[config.mk]
export PLATFORM = sky130hd
export DESIGN_NAME = cpu_ctrl_seq
export DESIGN_NICKNAME = d
export VERILOG_FILES = /design/src/rtl/cpu_ctrl_seq.sv
export SDC_FILE = /design/constraint.sdc
export NUM_CORES = 1
export LEC_CHECK = 0
export CAP_MARGIN = 20
export CORE_MARGIN = 8
export CORE_UTILIZATION = 44
export DETAILED_ROUTE_END_ITERATION = 8
export PLACE_DENSITY_LB_ADDON = 0.08
export SETUP_SLACK_MARGIN = 0.2
export SYNTH_ARGS = -nofsm -noshare
export SYNTH_HDL_FRONTEND = slang
export SYNTH_SLANG_ARGS = --single-unit
[constraint.sdc]
create_clock -name clk -period 1.4 [get_ports clk]
set_input_delay 0.21 -clock clk [delete_from_list [all_inputs] [get_ports clk]]
set_output_delay 0.21 -clock clk [all_outputs]
set_load 0.02 [all_outputs]
[src/rtl/cpu_ctrl_seq.sv]
// ---------------------------------------------------------------------------
// cpu_ctrl_seq
//   Fetch/decode/execute control sequencer for the simple CPU datapath.
//   Drives the load/inc command pairs of PC, AR, DR, IR, AC, R and Z, the
//   internal bus source select, the ALU operation and a ready-handshaked
//   memory read/write interface.
//
// Parameters
//   OPW        opcode width of the IR opcode field (default 4)
//
// Ports
//   clk        in   rising-edge clock
//   rst        in   synchronous active-high reset
//   ir_op      in   [OPW-1:0] current IR opcode field
//   z          in   Z flag register output (sampled in DECODE only)
//   mem_ready  in   memory completes the pending mem_rd/mem_wr this cycle
//   pc_load, pc_inc, ar_load, dr_load, ir_load,
//   ac_load, ac_inc, r_load, z_load            out  register commands
//   bus_sel    out  [2:0] 0 none, 1 PC, 2 DR, 3 AC, 4 R, 5 MEM
//   alu_op     out  [1:0] 0 pass bus, 1 AC+R, 2 clear
//   mem_rd, mem_wr  out  memory strobes, held until mem_ready
//   halted     out  machine is in HALT
//   illegal    out  sticky illegal-opcode flag
//
// Configuration macro
//   CPU_CTRL_ILLEGAL_TRAP_EN  defined: illegal opcode halts and sets the
//                             sticky illegal flag. Undefined: illegal
//                             opcodes act as NOP and illegal is 0.
// ---------------------------------------------------------------------------
module cpu_ctrl_seq #(
    parameter int OPW = 4
) (
    input  logic           clk,
    input  logic           rst,
    input  logic [OPW-1:0] ir_op,
    input  logic           z,
    input  logic           mem_ready,
    output logic           pc_load,
    output logic           pc_inc,
    output logic           ar_load,
    output logic           dr_load,
    output logic           ir_load,
    output logic           ac_load,
    output logic           ac_inc,
    output logic           r_load,
    output logic           z_load,
    output logic [2:0]     bus_sel,
    output logic [1:0]     alu_op,
    output logic           mem_rd,
    output logic           mem_wr,
    output logic           halted,
    output logic           illegal
);

    localparam logic [OPW-1:0] OP_NOP  = OPW'(0);
    localparam logic [OPW-1:0] OP_LDAC = OPW'(1);
    localparam logic [OPW-1:0] OP_STAC = OPW'(2);
    localparam logic [OPW-1:0] OP_JUMP = OPW'(3);
    localparam logic [OPW-1:0] OP_JMPZ = OPW'(4);
    localparam logic [OPW-1:0] OP_ADD  = OPW'(5);
    localparam logic [OPW-1:0] OP_INC  = OPW'(6);
    localparam logic [OPW-1:0] OP_CLAC = OPW'(7);
    localparam logic [OPW-1:0] OP_HALT = OPW'(8);
    localparam logic [OPW-1:0] OP_MVAC = OPW'(9);

    localparam logic [2:0] BUS_NONE = 3'd0;
    localparam logic [2:0] BUS_PC   = 3'd1;
    localparam logic [2:0] BUS_DR   = 3'd2;
    localparam logic [2:0] BUS_AC   = 3'd3;
    localparam logic [2:0] BUS_R    = 3'd4;
    localparam logic [2:0] BUS_MEM  = 3'd5;

    localparam logic [1:0] ALU_PASS = 2'd0;
    localparam logic [1:0] ALU_ADD  = 2'd1;
    localparam logic [1:0] ALU_CLR  = 2'd2;

    typedef enum logic [3:0] {
        ST_FETCH1 = 4'd0,
        ST_FETCH2 = 4'd1,
        ST_FETCH3 = 4'd2,
        ST_DECODE = 4'd3,
        ST_ADR1   = 4'd4,
        ST_ADR2   = 4'd5,
        ST_LD3    = 4'd6,
        ST_LD4    = 4'd7,
        ST_ST3    = 4'd8,
        ST_JMP2   = 4'd9,
        ST_SKIP   = 4'd10,
        ST_EXADD  = 4'd11,
        ST_EXINC  = 4'd12,
        ST_EXCLR  = 4'd13,
        ST_EXMV   = 4'd14,
        ST_HALT   = 4'd15
    } state_t;

    state_t state_r;
    state_t next_state_s;
    logic   illegal_flag_s;

    // Opcodes above MVAC have no defined behaviour.
    function automatic logic op_is_legal(input logic [OPW-1:0] op);
        return (op <= OP_MVAC);
    endfunction

    // State register; reset restarts execution at FETCH1.
    always_ff @(posedge clk) begin
        if (rst) begin
            state_r <= ST_FETCH1;
        end else begin
            state_r <= next_state_s;
        end
    end

`ifdef CPU_CTRL_ILLEGAL_TRAP_EN
    logic trap_r;

    // Sticky trap flag, set when DECODE meets an undefined opcode.
    always_ff @(posedge clk) begin
        if (rst) begin
            trap_r <= 1'b0;
        end else if ((state_r == ST_DECODE) && !op_is_legal(ir_op)) begin
            trap_r <= 1'b1;
        end else begin
            trap_r <= trap_r;
        end
    end

    assign illegal_flag_s = trap_r;
`else
    assign illegal_flag_s = 1'b0;
`endif

    // Next-state logic; memory states wait in place until mem_ready.
    always_comb begin
        next_state_s = state_r;
        case (state_r)
            ST_FETCH1: next_state_s = ST_FETCH2;
            ST_FETCH2: begin
                if (mem_ready) begin
                    next_state_s = ST_FETCH3;
                end else begin
                    next_state_s = ST_FETCH2;
                end
            end
            ST_FETCH3: next_state_s = ST_DECODE;
            ST_DECODE: begin
                case (ir_op)
                    OP_NOP:  next_state_s = ST_FETCH1;
                    OP_LDAC: next_state_s = ST_ADR1;
                    OP_STAC: next_state_s = ST_ADR1;
                    OP_JUMP: next_state_s = ST_ADR1;
                    OP_JMPZ: begin
                        if (z) begin
                            next_state_s = ST_ADR1;
                        end else begin
                            next_state_s = ST_SKIP;
                        end
                    end
                    OP_ADD:  next_state_s = ST_EXADD;
                    OP_INC:  next_state_s = ST_EXINC;
                    OP_CLAC: next_state_s = ST_EXCLR;
                    OP_HALT: next_state_s = ST_HALT;
                    OP_MVAC: next_state_s = ST_EXMV;
`ifdef CPU_CTRL_ILLEGAL_TRAP_EN
                    default: next_state_s = ST_HALT;
`else
                    default: next_state_s = ST_FETCH1;
`endif
                endcase
            end
            ST_ADR1: begin
                if (!mem_ready) begin
                    next_state_s = ST_ADR1;
                end else if ((ir_op == OP_LDAC) || (ir_op == OP_STAC)) begin
                    next_state_s = ST_ADR2;
                end else begin
                    next_state_s = ST_JMP2;
                end
            end
            ST_ADR2: begin
                if (ir_op == OP_LDAC) begin
                    next_state_s = ST_LD3;
                end else begin
                    next_state_s = ST_ST3;
                end
            end
            ST_LD3: begin
                if (mem_ready) begin
                    next_state_s = ST_LD4;
                end else begin
                    next_state_s = ST_LD3;
                end
            end
            ST_LD4:   next_state_s = ST_FETCH1;
            ST_ST3: begin
                if (mem_ready) begin
                    next_state_s = ST_FETCH1;
                end else begin
                    next_state_s = ST_ST3;
                end
            end
            ST_JMP2:  next_state_s = ST_FETCH1;
            ST_SKIP:  next_state_s = ST_FETCH1;
            ST_EXADD: next_state_s = ST_FETCH1;
            ST_EXINC: next_state_s = ST_FETCH1;
            ST_EXCLR: next_state_s = ST_FETCH1;
            ST_EXMV:  next_state_s = ST_FETCH1;
            ST_HALT:  next_state_s = ST_HALT;
            default:  next_state_s = ST_FETCH1;
        endcase
    end

    // Output decode. Everything is forced low while rst is high so a pending
    // memory strobe drops in the reset cycle itself. The memory-state loads
    // are qualified by mem_ready; the strobes are held during the wait.
    always_comb begin
        pc_load = 1'b0;
        pc_inc  = 1'b0;
        ar_load = 1'b0;
        dr_load = 1'b0;
        ir_load = 1'b0;
        ac_load = 1'b0;
        ac_inc  = 1'b0;
        r_load  = 1'b0;
        z_load  = 1'b0;
        bus_sel = BUS_NONE;
        alu_op  = ALU_PASS;
        mem_rd  = 1'b0;
        mem_wr  = 1'b0;
        halted  = 1'b0;
        illegal = 1'b0;
        if (rst) begin
            illegal = 1'b0;
        end else begin
            illegal = illegal_flag_s;
            case (state_r)
                ST_FETCH1, ST_DECODE: begin
                    bus_sel = BUS_PC;
                    ar_load = 1'b1;
                end
                ST_FETCH2, ST_ADR1: begin
                    mem_rd = 1'b1;
                    if (mem_ready) begin
                        bus_sel = BUS_MEM;
                        dr_load = 1'b1;
                        pc_inc  = 1'b1;
                    end else begin
                        bus_sel = BUS_NONE;
                    end
                end
                ST_FETCH3: begin
                    bus_sel = BUS_DR;
                    ir_load = 1'b1;
                end
                ST_ADR2: begin
                    bus_sel = BUS_DR;
                    ar_load = 1'b1;
                end
                ST_LD3: begin
                    mem_rd = 1'b1;
                    if (mem_ready) begin
                        bus_sel = BUS_MEM;
                        dr_load = 1'b1;
                    end else begin
                        bus_sel = BUS_NONE;
                    end
                end
                ST_LD4: begin
                    bus_sel = BUS_DR;
                    alu_op  = ALU_PASS;
                    ac_load = 1'b1;
                end
                ST_ST3: begin
                    bus_sel = BUS_AC;
                    mem_wr  = 1'b1;
                end
                ST_JMP2: begin
                    bus_sel = BUS_DR;
                    pc_load = 1'b1;
                end
                ST_SKIP: pc_inc = 1'b1;
                ST_EXADD: begin
                    bus_sel = BUS_R;
                    alu_op  = ALU_ADD;
                    ac_load = 1'b1;
                    z_load  = 1'b1;
                end
                ST_EXINC: begin
                    ac_inc = 1'b1;
                    z_load = 1'b1;
                end
                ST_EXCLR: begin
                    alu_op  = ALU_CLR;
                    ac_load = 1'b1;
                    z_load  = 1'b1;
                end
                ST_EXMV: begin
                    bus_sel = BUS_AC;
                    r_load  = 1'b1;
                end
                ST_HALT: halted = 1'b1;
                default: halted = 1'b0;
            endcase
        end
    end

endmodule

==> key figures, run 1 <==
Run status
  • Failing step: 4_1_cts
  • Run status: aborted with a tool error
  • First Err: [ERROR DPL-0033] detailed placement checks failed during check placement.

CTS
  • Post_cts resized: between 100 and 150
  • Worst-case clock buffer depth: 2
  • CTS root buf: clkbuf_4
  • Sink Count: 4
  • Postcts setup bufs: 6
  • Hold Buf Count CTS: 0
  • H-Tree Depth: 1
  • Clock buffer count from CTS: 3

Placement
  • DP Wirelength: about 2200 um
  • Final GP Congestion: 0.922
  • Port buffer count: 24
  • Placed cell area: roughly 1300 um^2

Synthesis
  • Synth Flop Type: dfxtp_1
  • Syn avg cell area: roughly 6.4 um^2
  • Cell taking the most area after synthesis: dfxtp_1
  • Top post-synthesis cells by count: 13 x nor2_1, 11 x nor3_1, 10 x a21oi_1
  • Netlist Area Pre-Place: between 700 and 800 um^2
  • Syn Inst Count: about 110
  • Sequential area share after synthesis: 0.112
  • Most common cell in the synthesized netlist: nor2_1
  • Yosys top cell area share: 0.112
  • Post-synthesis net count: between 100 and 150
  • Synth warnings: 0
  • Post-synth ARST share: 0
  • Area contributors post-synth: dfxtp_1 11%, nor3_1 7.7%, a21oi_1 7.0%
  • Yosys cell types: 40
  • Number of synthesized flops with an enable pin: 0
  • Number of synthesized register bits: 4

Floorplanning
  • Die width: 56.2 um
  • Initial Utilization: 0.473
  • Row Count: 14
  • Io pins: 26
  • Die Y: between 50 and 60 um
## stage by stage
stage	instances	setup WS (ns)	util	hold slack, ns
after floorplan	111	0.0168	-	0.388
after global placement	173	-0.763	0.890	0.630
after detailed placement	173	-0.802	0.890	0.647
## kinds of logic after synthesis
logic type,after synthesis,synth area share
muxes,4,0.0580
other,1,0.00527
and+or+nand+nor,53,0.406
DFF,4,0.112
AOI/OAI and AO/OA,31,0.283
xor gates and xnor gates,2,0.0246
buffers and inverters,16,0.111
==> run 2: changes to the inputs <==
==> config.mk (replaced) <==
export PLATFORM = sky130hd
export DESIGN_NAME = cpu_ctrl_seq
export DESIGN_NICKNAME = d
export VERILOG_FILES = /design/src/rtl/cpu_ctrl_seq.sv
export SDC_FILE = /design/constraint.sdc
export NUM_CORES = 1
export LEC_CHECK = 0
export CAP_MARGIN = 20
export CORE_AREA = 8 8 69 71
export DETAILED_ROUTE_END_ITERATION = 8
export DIE_AREA = 0 0 77 79
export PLACE_DENSITY_LB_ADDON = 0.15
export SYNTH_ARGS = -nofsm -noshare
export SYNTH_HDL_FRONTEND = slang
export SYNTH_SLANG_ARGS = --single-unit
==> key figures, run 2 <==
CTS
  • Worst-case clock buffer depth: 2
  • Hold Buf Count CTS: 0
  • Sink Count: 4
  • CTS tree: done
  • CTS root buf: clkbuf_8
  • Clk slew on worst S/H paths: 0.03 ns
  • H-Tree Depth: 1
  • Worst-Skew Late Latency: 0.21 ns
  • Clock buffer count from CTS: 3

Placement
  • Final GP Congestion: approximately 0.79
  • DP Wirelength: between 2000 and 2500 um
  • Port buffer count: 24

Synthesis
  • Top post-synthesis cells by count: 13 x nor2_1, 11 x nor3_1, 10 x a21oi_1
  • Area contributors post-synth: dfxtp_1 11%, nor3_1 7.7%, a21oi_1 7.0%
  • Post-synth ARST share: 0
  • Syn Inst Count: between 100 and 150
  • Synth warnings: 0
  • Largest family of logic cells by synthesized area: simple AND/OR/NAND/NOR gates
  • Syn avg cell area: 6.41 um^2
  • Cell taking the most area after synthesis: dfxtp_1
  • Post-Synth Simple-Gate Area: 0.406
  • Post-Synth Adder-Cell Area: 0
  • Number of synthesized flops with an enable pin: 0
  • Yosys top cell area share: 0.112
  • Post-synthesis net count: around 120
  • Compound-cell area share of the yosys netlist: 0.283
  • Multiplexer share of the synthesized area: 0.0580
  • Number of synthesized register bits: 4
  • Sequential area share after synthesis: 0.112
  • Netlist Area Pre-Place: 712 um^2
  • Yosys cell types: 40
  • Xor/xnor cell area share of the yosys netlist: 0.0246
  • Most common cell in the synthesized netlist: nor2_1
  • Synth Flop Type: dfxtp_1

Timing
  • Worst setup margin: -0.279 ns
  • Setup skew after layout: ~0.00016 ns
  • RSZ-0062 raised after global routing: yes
  • Fin. Hold Viols: 0
  • Min Clock Period, post-route: 1.68 ns
  • TNS Setup: -2.82 ns
  • Final worst path period share: 1.20
  • Slew Limit Fails: 0
  • Finish-stage setup viols: 18
  • Top achievable clock speed: just under 600 MHz

GRT
  • GRT overflow: 0
  • All-Layer GR Usage: 0.104
  • Initial antenna violation count: 0
  • Vias in the first global route: around 1100
  • Pin count of the biggest net entering global routing: 17
  • First-pass GRT wire length: between 5000 and 6000 um

Setup path
  • Cells along the critical path: buf_6 -> buf_6 -> or3_4 -> nor2_4 -> buf_6
  • Worst path slowest cell: or3_4
  • Crit path top cell by count: buf_6
  • Buf+Inv Stages, Crit Path: 3
  • Worst path top cell family by delay: simple AND/OR/NAND/NOR gates
  • Crit path kind: flip-flop to output pin
  • Crit. End Element: output pin
  • Slowest stage delay, CP: about 0.43 ns
  • Maximum fanout along the worst path: 6
  • CP Data Arrival Time: 1.47 ns
  • CP Launch Type: flip-flop
  • WP data required: 1.19 ns

Drt
  • Routed length per instance: 13.7 um
  • Vias post-DR: around 1000
  • Starting DRT DRC Count: 7
  • # DRC: 0
  • Routed WL: a little over 3000 um
  • First-pass DRT Iterations: 4
  • Remaining antenna violation count: 0
  • Vias per inst: 4.63

Finish
  • Post-Route Utilization: 0.414
  • Nets: 181
  • Area of the multi-input gates: 753 um^2
  • Register area: slightly above 90 um^2
  • Share of layout cells above drive strength 1: 0.632
  • Commonest cells after routing, fill and taps aside: 45 x buf_4, 16 x buf_6, 8 x nor2_1
  • Largest registers: state_r x4
  • Area delta synth->final: 121%
  • Most common cell after layout, fill and taps aside: buf_4
  • Antenna cell count: 0
  • Max reg flops: 4
  • FILL cells: 420
  • Top reg by flops: state_r

Power
  • Gate power share: 0.543
  • Leakage power: roughly 0.69 nW
  • Clock power share: 0.295
  • Sw Ratio: 0.337
  • Internal power: between 0.0005 and 0.0006 W
  • Net load switching power: approximately 0.00027 W
  • Sequential Power Share: 0.162
  • PwrDens: between 500 and 600 nW/um^2
  • Maximum VDD drop: around 0.21 mV

Floorplanning
  • Die area: roughly 6100 um^2
  • Die Y: 79 um
  • Initial Utilization: 0.187
  • Die width: a little under 80 um
  • Io pins: 26
  • Core ar.: about 3800 um^2
  • Row Count: 23

Run status
  • Run status: complete, but fails checks
  • Failing checks: setup timing

Hold path
  • Min-Delay Path Class: flip-flop to flip-flop

Job
  • Max cap viols: 0
==> run 2: cell counts after synthesis <==
Identical to the previous run, type by type.
==> run 2: per-stage QoR <==
stage | cell area, um^2 | cells | power (W) | worst slack [ns] | hold slack [ns]
2_1_floorplan | 790 | 111 | 0.000324 | -0.103 | 0.395
3_3_place_gp | 1290 | 209 | 0.000500 | -0.801 | 0.532
3_5_place_dp | 1290 | 209 | 0.000499 | -0.809 | 0.530
4_1_cts | 1500 | 219 | 0.000790 | -0.277 | 0.512
5_1_grt | 1570 | 221 | 0.000867 | -0.312 | 0.540
6_report | 1570 | 221 | 0.000803 | -0.279 | 0.508
==> run 2: kinds of logic after synthesis <==
kind of cell,Yosys count
other cells,1
buf+inv,16
simple gates,53
xor+xnor,2
flops,4
mux,4
compound gates,31
==> run 2: layer usage <==
layer	routed length, um	up-vias	global-route usage	part of all wire
li1	-	521	-	-
met2	1500	21	0.172	0.50
met1	1400	478	0.125	0.46
met3	69	4	0.0124	0.023
met5	0	-	0	0
met4	52	0	0.0642	0.017
==> run 2: tightest hold or removal path: cells and delay by family, from the launching register on <==
family	cells	cell delay, ns
AO/OA/AOI/OAI	1	0.06
flip-flops	1	0.35
AND/OR/NAND/NOR	1	0.05
==> run 2: final timing paths <==
path / from / end / slack, ns / cells past startpoint
hold / removal: state_r[1] / state_r[0] / 0.51 / 2
setup / recovery: state_r[1] / mem_wr / -0.28 / 5
setup reg to reg: state_r[1] / state_r[2] / -0.21 / 6
hold reg to reg: state_r[1] / state_r[0] / 0.51 / 2
==> run 2: power by group through the flow <==
stage / clock [W] / combinational [W] / sequential (W)
floorplan: 0 / 0.000195 / 0.000129
global placement: 0 / 0.000369 / 0.000131
detailed placement: 0 / 0.000368 / 0.000131
CTS: 0.000243 / 0.000415 / 0.000132
finish: 0.000237 / 0.000436 / 0.000130
global route: 0.000260 / 0.000476 / 0.000131
==> run 2: area by class of cell <==
cell class | count | area share
sequential | 4 | 0.0588
clock buffer | 3 | 0.0262
multi-input combinational | 91 | 0.479
inverter | 3 | 0.00715
timing repair buffer | 70 | 0.390
tap | 50 | 0.0397
==> run 2: what timing repair did <==
action                                  CTS  global route
pin swaps                                11             1
gates resized for setup                 135            17
endpoints found under the setup margin   20            21
buffers inserted                          7             2
No activity file was read; power rests on OpenSTA's default activity.
